`src/rtl/alu_exec_unit.sv`:
```
// WISC-15 execute stage: single-cycle ADD/SUB/NAND/XOR,
// bit-serial shifts, result and Z/N/V held until drained.
module alu_exec_unit #(
  parameter int WIDTH = 16
) (
  input  logic             clk,
  input  logic             rst_n,
  input  logic             in_valid,
  output logic             in_ready,
  input  logic [WIDTH-1:0] a,
  input  logic [WIDTH-1:0] b,
  input  logic [3:0]       alu_ctrl,
  output logic             out_valid,
  input  logic             out_ready,
  output logic [WIDTH-1:0] result,
  output logic             flag_z,
  output logic             flag_n,
  output logic             flag_v,
  output logic             illegal_op
);

  typedef enum logic [1:0] {
    IDLE,
    SHIFT,
    HOLD
  } state_t;

  localparam logic [3:0] OP_ADD  = 4'b0000;
  localparam logic [3:0] OP_SUB  = 4'b0001;
  localparam logic [3:0] OP_NAND = 4'b0100;
  localparam logic [3:0] OP_XOR  = 4'b1000;
  localparam logic [3:0] OP_SLL  = 4'b1100;
  localparam logic [3:0] OP_SRL  = 4'b1110;
  localparam logic [3:0] OP_SRA  = 4'b1111;

  localparam int MSB = WIDTH - 1;

  state_t           state;
  state_t           state_nxt;
  logic [3:0]       op;
  logic [3:0]       cnt;
  logic [WIDTH-1:0] sh;
  logic [WIDTH-1:0] sh_step;
  logic [WIDTH-1:0] sum;
  logic [WIDTH-1:0] dif;
  logic             accept;
  logic             is_shift;
  logic [3:0]       amt;

  assign amt = b[3:0];
  assign sum = a + b;
  assign dif = a + ~b + WIDTH'(1);

  always_comb begin
    is_shift = 1'b0;
    case (alu_ctrl)
      OP_SLL, OP_SRL, OP_SRA: is_shift = 1'b1;
      default:                is_shift = 1'b0;
    endcase
  end

  always_comb begin
    sh_step = sh;
    case (op)
      OP_SLL:  sh_step = {sh[MSB-1:0], 1'b0};
      OP_SRL:  sh_step = {1'b0, sh[MSB:1]};
      default: sh_step = {sh[MSB], sh[MSB:1]};
    endcase
  end

  always_comb begin
    in_ready  = 1'b0;
    out_valid = 1'b0;
    state_nxt = state;
    case (state)
      IDLE: in_ready = 1'b1;
      SHIFT: begin
        if (cnt == 4'd1)
          state_nxt = HOLD;
      end
      HOLD: begin
        out_valid = 1'b1;
        in_ready  = out_ready;
        if (out_ready)
          state_nxt = IDLE;
      end
      default: state_nxt = IDLE;
    endcase
    accept = in_valid & in_ready;
    // a new op overrides the drain/idle transition
    if (accept) begin
      if (is_shift && amt != 4'd0)
        state_nxt = SHIFT;
      else
        state_nxt = HOLD;
    end
  end

  always_ff @(posedge clk or negedge rst_n) begin
    if (!rst_n)
      state <= IDLE;
    else
      state <= state_nxt;
  end

  always_ff @(posedge clk or negedge rst_n) begin
    if (!rst_n) begin
      op         <= '0;
      cnt        <= '0;
      sh         <= '0;
      result     <= '0;
      flag_z     <= 1'b0;
      flag_n     <= 1'b0;
      flag_v     <= 1'b0;
      illegal_op <= 1'b0;
    end else if (accept) begin
      op <= alu_ctrl;
      case (alu_ctrl)
        OP_ADD: begin
          result     <= sum;
          flag_z     <= (sum == '0);
          flag_n     <= sum[MSB];
          flag_v     <= (a[MSB] == b[MSB]) &
                        (sum[MSB] != a[MSB]);
          illegal_op <= 1'b0;
        end
        OP_SUB: begin
          result     <= dif;
          flag_z     <= (dif == '0);
          flag_n     <= dif[MSB];
          flag_v     <= (a[MSB] != b[MSB]) &
                        (dif[MSB] != a[MSB]);
          illegal_op <= 1'b0;
        end
        OP_NAND: begin
          result     <= ~(a & b);
          flag_z     <= ((a & b) == '1);
          illegal_op <= 1'b0;
        end
        OP_XOR: begin
          result     <= a ^ b;
          flag_z     <= (a == b);
          illegal_op <= 1'b0;
        end
        OP_SLL, OP_SRL, OP_SRA: begin
          if (amt == 4'd0) begin
            result     <= a;
            flag_z     <= (a == '0);
            illegal_op <= 1'b0;
          end else begin
            sh  <= a;
            cnt <= amt;
          end
        end
        default: begin
          result     <= '0;
          illegal_op <= 1'b1;
        end
      endcase
    end else if (state == SHIFT) begin
      sh  <= sh_step;
      cnt <= cnt - 4'd1;
      if (cnt == 4'd1) begin
        result     <= sh_step;
        flag_z     <= (sh_step == '0);
        illegal_op <= 1'b0;
      end
    end
  end

endmodule

```
`config.mk`:
```
export PLATFORM = sky130hd
export DESIGN_NAME = alu_exec_unit
export DESIGN_NICKNAME = d
export VERILOG_FILES = /design/src/rtl/alu_exec_unit.sv
export SDC_FILE = /design/constraint.sdc
export NUM_CORES = 1
export LEC_CHECK = 0
export BUFFER_PORTS_ARGS = -buffer_cell sky130_fd_sc_hd__buf_2
export CAP_MARGIN = 15
export CORE_MARGIN = 2
export CORE_UTILIZATION = 54
export CTS_CLUSTER_SIZE = 40
export DETAILED_ROUTE_END_ITERATION = 8
export PLACE_DENSITY = 0.78
export SETUP_SLACK_MARGIN = 0.2
export SLEW_MARGIN = 20
export SYNTH_ARGS = -nofsm -noshare
export SYNTH_HDL_FRONTEND = slang
export SYNTH_SLANG_ARGS = --single-unit
```
`constraint.sdc`:
```
create_clock -name clk -period 2.15 [get_ports clk]
set_clock_uncertainty 0.05 [all_clocks]
set_input_delay 0.1075 -clock clk [delete_from_list [all_inputs] [get_ports clk]]
set_output_delay 0.1075 -clock clk [all_outputs]
set_load 0.02 [all_outputs]
```
==> flow_summary.toml <==
[run_status]
outcome = "complete, but fails checks"
violations = "setup timing"

[sta]
hold_ws_ns = 0.07293
max_freq_mhz = 392.1
worst_slack_ns = -0.4004
fin_setup_tns_ns = -1.801
rsz0062_at_grt = "yes"
worst_slew_pin_slew_ns = 0.7369
maxSlewViolCount = 0
finalSetupViolCount = 11
min_period_over_period_pct = 118.6
post-route-min-period_ns = 2.550
hold_viol = 0
relSlewSlack_pct = 50.82

[global_route]
grt_pass1_wl_um = 31730
grt_antenna_before_repair = 0
grt_max_degree = 47
grt_pass1_vias = 6250
track_usage_pct = 40.70
grt-ovfl-total = 0

[cells_and_area]
stdcell_area_um2 = 7579
multi_input_area_um2 = 4120
antenna_cells = 0
fillers = 473
syn_to_final_growth_pct = 56.47
register_area_um2 = 1151
drive_gt1_share_pct = 43.80
nets = 955

[floorplan]
initial_core_util_pct = 55.54
ioPinCount = 62
die-area_um2 = 9743
die_h_um = 98.71
core_area_um2 = 8721
std_cell_rows = 34
chipWidth_um = 98.71

[route]
vias_per_cell = 6.698
drt-total-wl_um = 21920
vias = 6611
ant_nets = 0
wl_per_cell_um = 22.21
dr.pass1.iters = 7
drt_iter0_markers = 863
drc = 0

[synth]
ys_types = 69
synth_warnings = 0
syn_area_um2 = 4843
synth.avg_cell_area_um2 = 7.383
synth_flop_cell = "dfrtp_1"
synth-edff-count = 0
synthesis.instances = 656
synth_nets = 732
ys_seq_area_share_pct = 23.77
synth-async-reset-ratio_pct = 100.0
ys_seq_elements = 46

[critical_path]
arrival_ns = 2.70
cp_max_fo = 3
crit_type = "primary input to flop"
startpoint_type = "primary input"
required_ns = 2.30
endpoint_kind = "flop"

[power_and_ir_drop]
ir_drop_mv = 0.3881
p_leak_nw = 3.397
p_per_area_nw_per_um2 = 708.6

[cts]
clk_pin_slew_worst_paths_ns = 0.09
root_buffer = "clkbuf_8"
cts_sinks = 46
numCtsBuffers = 5
clockBufferDepth = 2
clk_latency_ns = 0.30
htreeDepth = 2
cts_tree = "built"

[min_path]
min_path_type = "primary input to flop"

[placed_design]
place_congestion = 0.9879
place_hpwl_um = 14640
placed_area_um2 = 6518
io_buffers = 61

[flow_run]
cap_viol_max_count = 0
## critical path: stages
cell and delay, ns:
buf_8 0.11, ha_4 0.16, fa_2 0.38, xor2_1 0.33
nand4b_1 0.19, a2111oi_2 0.24, o2111ai_1 0.21, a2111oi_2 0.36
nand4_1 0.19, nor4_2 0.25, a31oi_1 0.11, o31ai_1 0.07
## cell usage after synthesis, types with 5 or more instances
library cell   n  area share, %
o221ai_1       7            1.3
a211oi_1       6           0.93
nand4_1        7           0.90
o21ai_0       59            6.1
nand3_1       20            2.1
a31oi_1        9            1.2
nor3_1        19            2.0
buf_2          5           0.52
or3_1          5           0.65
nand2_1       98            7.6
mux2i_1        5            1.0
nand3b_1       5           0.78
o211ai_1       7            1.1
nor4_1         9            1.2
clkbuf_1      36            2.8
dfrtp_1       46             24
o21ai_1        8           0.83
inv_1         30            2.3
nand2b_1       6           0.78
xor2_1         9            1.6
nor2b_1        7           0.90
o22ai_1       10            1.3
xnor2_1       15            2.7
a211o_1        6            1.1
nor2_1        51            4.0
a21o_1         6           0.93
a21oi_1       54            5.6
ha_1          34            8.8
## path summary, 6_finish.rpt
kind,to,slack (ns),cells after the start,from
max,flag_z$_DFFE_PN0P_,-0.40,12,a[0]
min in group asynchronous,state[1]$_DFFE_PN0P_,0.39,3,rst_n
max reg2reg,flag_z$_DFFE_PN0P_,-0.11,11,cnt[1]$_DFFE_PN0P_
max in group asynchronous,cnt[0]$_DFFE_PN0P_,1.25,3,rst_n
min,state[1]$_DFFE_PN0P_,0.07,3,out_ready
min reg2reg,result[6]$_DFFE_PN0P_,0.42,2,result[6]$_DFFE_PN0P_
## cell type report
type | count | share of cell area [%]
multi-input combinational | 537 | 54.37
tap | 108 | 1.783
timing repair buffer | 259 | 25.84
sequential | 46 | 15.19
clock buffer | 5 | 0.9080
clock inverter | 2 | 0.1321
inverter | 30 | 1.783
## where the power goes
group / internal [W] / total [W] / switching (W)
clock network: 0.000219 / 0.000512 / 0.000293
registers: 0.00124 / 0.00156 / 0.000321
logic: 0.00141 / 0.00330 / 0.00189
## metrics by stage
| stage | worst slack [ns] | util, % | power [W] | cells |
|---|---|---|---|---|
| 5_1_grt | -0.5462 | 86.90 | 0.005673 | 987 |
| 2_1_floorplan | -0.3175 | - | 0.003127 | 656 |
| 6_report | -0.4004 | 86.90 | 0.005370 | 987 |
| 3_3_place_gp | -0.5960 | 74.71 | 0.004185 | 943 |
| 4_1_cts | -0.1908 | 81.58 | 0.004968 | 968 |
| 3_5_place_dp | -0.7263 | 74.73 | 0.004271 | 943 |
## registers in the layout, summed over array words and instances, names as in the netlist
signal / count
flag_z: 1
flag_v: 1
sh: 16
result: 16
state: 2
op: 4
cnt: 4
illegal_op: 1
flag_n: 1
## cells in the final DEF, fill, tap and decap left out, drive strengths merged, types with 19 or more instances in the layout
cell type | synthesis | routed
a21oi | 54 | 54
buf | 7 | 258
dfrtp | 46 | 46
ha | 34 | 34
inv | 30 | 30
nand2 | 98 | 98
nand3 | 20 | 20
nor2 | 51 | 51
nor3 | 19 | 19
o21ai | 67 | 67
## cells by family (layout without fill, tap and decap cells)
group / Yosys count / in the layout / share of synthesized area [%]
simple gates: 251 / 251 / 24.64
compound gates: 220 / 220 / 30.43
buf+inv: 73 / 296 / 5.941
flops: 46 / 46 / 23.77
fa+ha+maj: 36 / 36 / 9.610
xor+xnor: 24 / 24 / 4.340
mux: 6 / 6 / 1.266
## routing by layer
layer  global-route usage [%]  share of wire, %  up-vias  routed length [um]
li1                         -                 -     2828                   -
met1                    52.55                36     3048                7813
met2                    68.50                46      563               10130
met3                    6.170                12      172                2528
met4                    16.23               6.6        0                1451
met5                        0                 0        -                   0
## repair_timing
item | CTS | global route
endpoints found under the setup margin | 15 | 32
pin swaps | 45 | 68
buffers inserted | 17 | 18
gates resized for setup | 79 | 72
gates cloned | 0 | 1
hold buffers | 1 | 0
hold endpoints to repair | 46 | 0
(Power assumes the default switching activity.)
